<file path="src/rtl/sram_port_arbiter.sv">
// -----------------------------------------------------------------------------
// sram_port_arbiter
//
// Shares one synchronous single-port SRAM between the instruction-fetch
// requester and the data (load/store) requester. One transaction is in
// flight at a time: IDLE accepts a request and fires the SRAM strobe in the
// same cycle, WAIT counts out the SRAM read latency and returns the response
// to the requester that owns the transaction.
//
// Optional feature macro: SRAM_ARB_RR_EN
//   defined   -> round-robin between requesters on simultaneous requests
//   undefined -> data always beats inst on simultaneous requests
//
// Ports:
//   clk, resetn                 clock, asynchronous active-low reset
//   inst_req / inst_addr        fetch request (read only)
//   inst_addr_ok                fetch accepted this cycle
//   inst_data_ok / inst_rdata   fetch response
//   data_req / data_we /        data request; data_we == 0 is a read,
//   data_addr / data_wdata      any nonzero byte-enable pattern is a write
//   data_addr_ok                data request accepted this cycle
//   data_data_ok / data_rdata   data response (load data or write done)
//   sram_en / sram_we /         SRAM access strobe, byte enables,
//   sram_addr / sram_wdata      address and write data
//   sram_rdata                  SRAM read data, valid SRAM_LAT cycles after
//                               the sram_en cycle
// -----------------------------------------------------------------------------
module sram_port_arbiter #(
  parameter  int ADDR_W   = 32,
  parameter  int DATA_W   = 32,
  parameter  int SRAM_LAT = 1,
  localparam int BE_W     = DATA_W / 8
) (
  input  logic              clk,
  input  logic              resetn,

  input  logic              inst_req,
  input  logic [ADDR_W-1:0] inst_addr,
  output logic              inst_addr_ok,
  output logic              inst_data_ok,
  output logic [DATA_W-1:0] inst_rdata,

  input  logic              data_req,
  input  logic [BE_W-1:0]   data_we,
  input  logic [ADDR_W-1:0] data_addr,
  input  logic [DATA_W-1:0] data_wdata,
  output logic              data_addr_ok,
  output logic              data_data_ok,
  output logic [DATA_W-1:0] data_rdata,

  output logic              sram_en,
  output logic [BE_W-1:0]   sram_we,
  output logic [ADDR_W-1:0] sram_addr,
  output logic [DATA_W-1:0] sram_wdata,
  input  logic [DATA_W-1:0] sram_rdata
);

  typedef enum logic { S_IDLE, S_WAIT } state_e;
  typedef enum logic { OWN_INST, OWN_DATA } owner_e;

  // SRAM_LAT is at most 4, so three bits hold the countdown.
  localparam int            CNT_W   = 3;
  localparam logic [CNT_W-1:0] LAT_VAL = CNT_W'(SRAM_LAT);

  state_e              state_q, state_d;
  logic [CNT_W-1:0]    cnt_q, cnt_d;
  owner_e              owner_q, owner_d;
  logic [DATA_W-1:0]   inst_rdata_q, inst_rdata_d;
  logic [DATA_W-1:0]   data_rdata_q, data_rdata_d;
`ifdef SRAM_ARB_RR_EN
  owner_e              last_q, last_d;
`endif

  logic pick_data;
  logic grant_inst;
  logic grant_data;

  // Which requester wins if the arbiter grants this cycle.
`ifdef SRAM_ARB_RR_EN
  // On a tie, the requester not granted last time goes first.
  assign pick_data = data_req && (!inst_req || (last_q == OWN_INST));
`else
  assign pick_data = data_req;
`endif

  // NOTE: every signal assigned in this block gets a default first, so no
  // path leaves it unassigned and no latch is inferred.
  always_comb begin
    state_d      = state_q;
    cnt_d        = cnt_q;
    owner_d      = owner_q;
    inst_rdata_d = inst_rdata_q;
    data_rdata_d = data_rdata_q;
`ifdef SRAM_ARB_RR_EN
    last_d       = last_q;
`endif
    grant_inst   = 1'b0;
    grant_data   = 1'b0;
    inst_data_ok = 1'b0;
    data_data_ok = 1'b0;

    case (state_q)
      S_IDLE: begin
        // The grant is combinational from the requests, so it is also gated
        // by resetn: nothing may be accepted while reset is held.
        if (resetn && (inst_req || data_req)) begin
          grant_data = pick_data;
          grant_inst = !pick_data;
          owner_d    = pick_data ? OWN_DATA : OWN_INST;
          cnt_d      = LAT_VAL;
          state_d    = S_WAIT;
`ifdef SRAM_ARB_RR_EN
          last_d     = pick_data ? OWN_DATA : OWN_INST;
`endif
        end
      end

      S_WAIT: begin
        cnt_d = cnt_q - CNT_W'(1);
        // Count of 1 marks the cycle the SRAM output is valid.
        if (cnt_q == CNT_W'(1)) begin
          state_d = S_IDLE;
          if (owner_q == OWN_DATA) begin
            data_data_ok = 1'b1;
            data_rdata_d = sram_rdata;
          end else begin
            inst_data_ok = 1'b1;
            inst_rdata_d = sram_rdata;
          end
        end
      end

      default: state_d = S_IDLE;
    endcase
  end

  // NOTE: sequential state uses non-blocking assignments so every flop
  // samples its pre-edge value and evaluation order cannot matter.
  always_ff @(posedge clk or negedge resetn) begin
    if (!resetn) begin
      state_q      <= S_IDLE;
      cnt_q        <= '0;
      owner_q      <= OWN_INST;
      inst_rdata_q <= '0;
      data_rdata_q <= '0;
`ifdef SRAM_ARB_RR_EN
      last_q       <= OWN_INST;
`endif
    end else begin
      state_q      <= state_d;
      cnt_q        <= cnt_d;
      owner_q      <= owner_d;
      inst_rdata_q <= inst_rdata_d;
      data_rdata_q <= data_rdata_d;
`ifdef SRAM_ARB_RR_EN
      last_q       <= last_d;
`endif
    end
  end

  assign inst_addr_ok = grant_inst;
  assign data_addr_ok = grant_data;

  // Fetches never write, so their byte enables and write data are forced to 0.
  assign sram_en    = grant_inst || grant_data;
  assign sram_we    = grant_data ? data_we : '0;
  assign sram_addr  = grant_data ? data_addr : (grant_inst ? inst_addr : '0);
  assign sram_wdata = grant_data ? data_wdata : '0;

  // The response cycle forwards the SRAM output directly so the data lines
  // up with data_ok; afterwards the captured copy holds it.
  assign inst_rdata = inst_data_ok ? sram_rdata : inst_rdata_q;
  assign data_rdata = data_data_ok ? sram_rdata : data_rdata_q;

endmodule

</file>
<file path="config.mk">
export PLATFORM = sky130hd
export DESIGN_NAME = sram_port_arbiter
export DESIGN_NICKNAME = d
export VERILOG_FILES = /design/src/rtl/sram_port_arbiter.sv
export SDC_FILE = /design/constraint.sdc
export NUM_CORES = 1
export LEC_CHECK = 0
export ABC_CLOCK_PERIOD_IN_PS = 2700
export CELL_PAD_IN_SITES_DETAIL_PLACEMENT = 1
export CELL_PAD_IN_SITES_GLOBAL_PLACEMENT = 1
export CORE_MARGIN = 5
export CORE_UTILIZATION = 29
export CTS_CLUSTER_DIAMETER = 40
export DETAILED_ROUTE_END_ITERATION = 10
export GPL_ROUTABILITY_DRIVEN = 1
export PLACE_DENSITY_LB_ADDON = 0.1
export SKIP_CTS_REPAIR_TIMING = 1
export SYNTH_ARGS = -nofsm -noshare
export SYNTH_HDL_FRONTEND = slang
export SYNTH_SLANG_ARGS = --single-unit
</file>
<file path="constraint.sdc">
create_clock -name clk -period 2.7 [get_ports clk]
set_input_delay 0.27 -clock clk [delete_from_list [all_inputs] [get_ports clk]]
set_output_delay 0.27 -clock clk [all_outputs]
set_load 0.01 [all_outputs]
</file>
After elaboration in Yosys (flattened, before gate mapping):

Cells that the tools add are included.

* eq/ne operators: 2
* muxes and demuxes: 22
* reductions and logical operators: 7
* bitwise logic cells: 2
* add/subtract/negate cells: 1

Operator list (number)
* $mux W32: 5
* $mux W1: 13
* $pmux W3 S2: 1
* $reduce_and A3 Y1: 2
* $mux W4: 1
* $eq A3 B1 Y1 const B: 1
* $mux W3: 1
* $sub A3 B1 Y3 const B: 1
* $logic_or A1 B1 Y1: 2
* $ne A2 B2 Y1 const B: 1
* $not A1 Y1: 2
* $pmux W1 S2: 1
* $reduce_and A2 Y1: 1
* $logic_and A1 B1 Y1: 1
* $logic_not A1 Y1: 1

* input bits: 136
* output and inout bits: 137
* flip-flop bits (word level): 69
* word-level logic and storage cells: 39

Logic depth before layout (Yosys ltp):

* depth after elaboration: 6
* mapped depth: 6
* gate-level depth less buffers: 4

Worst setup path before layout:

No wires, ideal clock.

* path kind: register to output
* from: reg cnt_q[1]
* to: out inst_rdata[22]
* path slack: 0.917 ns
* cell stages (with the launch flop): 7
* required time: 2.430 ns
* data arrival time: 1.513 ns
* buffers on the path: 2
* path through: dfrtp_1 > inv_1 > ha_1 > and4bb_4 > buf_8 > buf_12 > mux2_4

* longest elaborated chain between the ends: 4

RTL lines
* start, declared: line 66 `logic [CNT_W-1:0] cnt_q, cnt_d;`
* start signal, assigned: line 151 `cnt_q <= cnt_d;`
* $eq A3 B1 Y1: line 121 `if (cnt_q == CNT_W'(1)) begin`
* $mux W1: line 121
* $mux W1: line 102 `case (state_q)`
* via inst_data_ok: line 40 `output logic inst_data_ok,`
* $mux W32: line 172 `assign inst_rdata = inst_data_ok ? sram_rdata : inst_rdata_q;`
* end, declared: line 41 `output logic [DATA_W-1:0] inst_rdata,`

The timed path passes the listed nets, and every way through them passes these cells.

Final worst setup path:

* from: reg cnt_q[1]
* to: out inst_rdata[5]

* longest elaborated chain between the ends: 4

RTL lines (line)
* $eq A3 B1 Y1: 121
* $mux W1: 121
* $mux W1: 102
* $mux W32: 172

Every way passes these cells.

==> summary.txt <==
Flow run
  – Max Cap Violations: 0

CTS
  – CTS Sinks: 69
  – CTS Buf Count: 9
  – Maximum clock insertion buffer count: 2
  – CTS tree: built
  – Worst skew pair latency: between 0.3 and 0.4 ns
  – H-tree Lvls: 3
  – Clk root buf: clkbuf_16
  – Worst-path clk slew: ~0.060 ns

Synthesis
  – Post-synthesis adder-cell area fraction: 0.524%
  – Avg Inst Size Synth: roughly 12 um2
  – Sequential fraction of the synthesis area: 36.1%
  – Simple-gate portion of the synthesized area: 14.5%
  – Mapped Nets: 531
  – Post-synth EDFFs: 0
  – Unique cell type count in the Yosys netlist: 29
  – Syn Std Cell Area: 4780 um2
  – Complex-gate fraction of the synthesized area: 4.11%
  – Mapped Cells: 393
  – XOR/XNOR share of the synthesized area: 0.183%
  – Synth Flop Type: dfrtp_1
  – Yosys warns: 0
  – Post-synth ARST share: between 90% and 100%
  – Largest family of logic cells by synthesized area: multiplexers
  – Mux cell area share after synthesis: a little under two fifths
  – Synthesized flop and latch total: 69

GRT
  – Vias in the first global route: between 4000 and 5000
  – First-pass GRT wire length: 26.6 mm
  – Initial antenna violation count: 1
  – GRT met1 Usage: approximately 18%
  – Grt peak-use layer: met2
  – GR met3 Demand/Resource: 8.43%
  – Tot GR Track Use: 17.4%
  – Met2 Usage GRT: 31.0%
  – GR Overflow Total: 0
  – Pin count of the biggest net entering global routing: 70

Timing
  – Final hold viol count: 0
  – Final min period: 2.62 ns
  – Setup TNS: 0 ns
  – Final period util: 97.1%
  – Worst-Margin Slew: 0.907 ns
  – Slew headroom: 39.6%
  – Max Slew Vio Count: 0
  – Final worst slack: 0.0790 ns
  – Final setup viols: 0
  – Clk_skew: 0.00544 ns
  – Unrepaired setup endpoints after global routing: no
  – Fmax achieved: approximately 380 MHz

Worst setup path
  – Worst path arrival time: ~2.4 ns
  – CP Data Required Time: between 2 and 2.5 ns
  – CP startpoint kind: flip-flop
  – Crit path max fanout: 13
  – Critical path class: flip-flop to output pin
  – CP Capture Type: output pin

Routing
  – Routed vias: 4120
  – Antenna Nets Post-Route: 0
  – Wire length per cell: between 15 and 20 um
  – Drt first-iter violations: 166
  – DR vias/cell: between 4 and 5
  – Post-Route WL: 17.2 mm
  – Pre-Repair DR Iteration Count: 4
  – Drt drc: 0

Layout
  – Final antenna diode count: 0
  – Post-synthesis to final-layout area growth: 68.8%
  – Net count reported at finish: 791
  – Layout cell share with drive strength beyond 1: 25.1%

Floorplan
  – Io pins: 273
  – DIE HEIGHT: 138 um
  – Core Footprint: between 15000 and 20000 um2
  – Initial core utilization: approximately 29%
  – Die area: roughly 19000 um2
  – Die Wd: 138 um
  – Row count: 47

Power and ir drop
  – Max rail drop VDD: 0.331 mV
  – PwrDens: roughly 1000 nW/um2
  – P_leak: 3.69 nW

Hold path
  – HP Class: input pin to async pin

Placement
  – PortBufs: 272
  – Pre-CTS setup slack: 0.319 ns
  – GP Congestion: 0.832
  – Hpwl dp: 13.1 mm

Run status
  – Status: completed
==> metal layers <==
layer	part of all wire, %	routed length (um)
met2	52	8960
met5	0.075	13
met3	9.7	1680
met4	1.9	323
met1	36	6260
==> area by class of cell <==
cell class | instances | area [um2]
clock inverters | 6 | 87.6
fillers | 1761 | 8280
inverters | 4 | 15.0
repair buffers | 287 | 2990
well taps | 220 | 275
flip-flops and latches | 69 | 1730
multi-input cells | 282 | 2750
clock buffers | 10 | 229
==> logic make-up after synthesis <==
| kind of cell | Yosys count |
|---|---|
| flops | 69 |
| xor+xnor | 1 |
| buf+inv | 42 |
| mux | 129 |
| compound gates | 37 |
| fa+ha+maj | 2 |
| simple gates | 113 |
==> power breakdown <==
group | switching, mW | internal (mW) | leakage (nW)
combinational | 1.71 | 3.20 | 2.72
clock | 0.452 | 0.808 | 0.156
sequential | 0.321 | 1.57 | 0.814
total | 2.49 | 5.58 | 3.69
==> critical path, stage by stage (launching register included) <==
cell and delay (ns):
dfrtp_1 0.37, inv_1 0.08, ha_2 0.22, and4bb_4 0.34, buf_12 0.19, mux2_4 0.32
clkdlybuf4s50_1 0.48
==> path summary, 6_finish.rpt <==
check	to	slack, ns	cells past startpoint	startpoint
max	inst_rdata[5]	0.08	6	cnt_q[1]
min in group clk	owner_q	0.32	3	resetn
min	data_rdata_q[31]	0.26	2	resetn
max reg2reg	inst_rdata_q[30]	0.85	6	cnt_q[1]
max in group asynchronous	data_rdata_q[25]	1.87	2	resetn
min reg2reg	data_rdata_q[30]	0.51	1	data_rdata_q[30]
==> layout by cell type, fill, tap and decap left out, types with 2 or more instances in the layout <==
cell             synthesis  final
a21oi_1                 33     33
a22o_1                   2      2
and2_1                   2      2
and3_1                  36     36
buf_12                   5      5
buf_2                    5      2
buf_4                    2      7
bufinv_16                0      2
clkbuf_16                0     11
clkdlybuf4s50_1          0    253
clkinv_2                 0      2
clkinv_4                 0      2
dfrtp_1                 69     69
dlymetal6s2s_1           0     17
inv_1                    4      4
mux2_2                  30     30
mux2_4                  98     98
nand2_1                 32     32
nand3b_1                33     33
nor2_1                   2      2
nor2b_1                  3      2
==> stage by stage <==
step	instances	total power [mW]	cell area [um2]	hold slack, ns	utilization (%)
detailed placement	859	6.85	7640	0.498	46.7
global placement	859	6.70	7640	0.487	46.7
CTS	875	8.17	7960	0.299	48.7
finish	878	8.07	8070	0.257	49.3
global route	878	8.55	8070	0.329	49.3
floorplan	393	4.81	4780	-0.0256	-
==> Yosys cell counts, types with 2 or more instances <==
cell | n | area share [%]
a21oi_1 | 33 | 3.5
a22o_1 | 2 | 0.37
and2_1 | 2 | 0.26
and3_1 | 36 | 4.7
buf_1 | 2 | 0.16
buf_12 | 5 | 2.1
buf_2 | 5 | 0.52
buf_4 | 2 | 0.31
buf_6 | 6 | 1.4
clkbuf_1 | 17 | 1.3
dfrtp_1 | 69 | 36
ha_1 | 2 | 0.52
inv_1 | 4 | 0.31
mux2_2 | 30 | 7.1
mux2_4 | 98 | 31
nand2_1 | 32 | 2.5
nand3b_1 | 33 | 5.2
nor2_1 | 2 | 0.16
nor2b_1 | 3 | 0.39
==> state kept, by name, summed over array words and instances, names as in the netlist <==
name and count:
data_rdata_q 32, inst_rdata_q 32, cnt_q 3, owner_q 1, state_q 1
(Power assumes the default switching activity.)
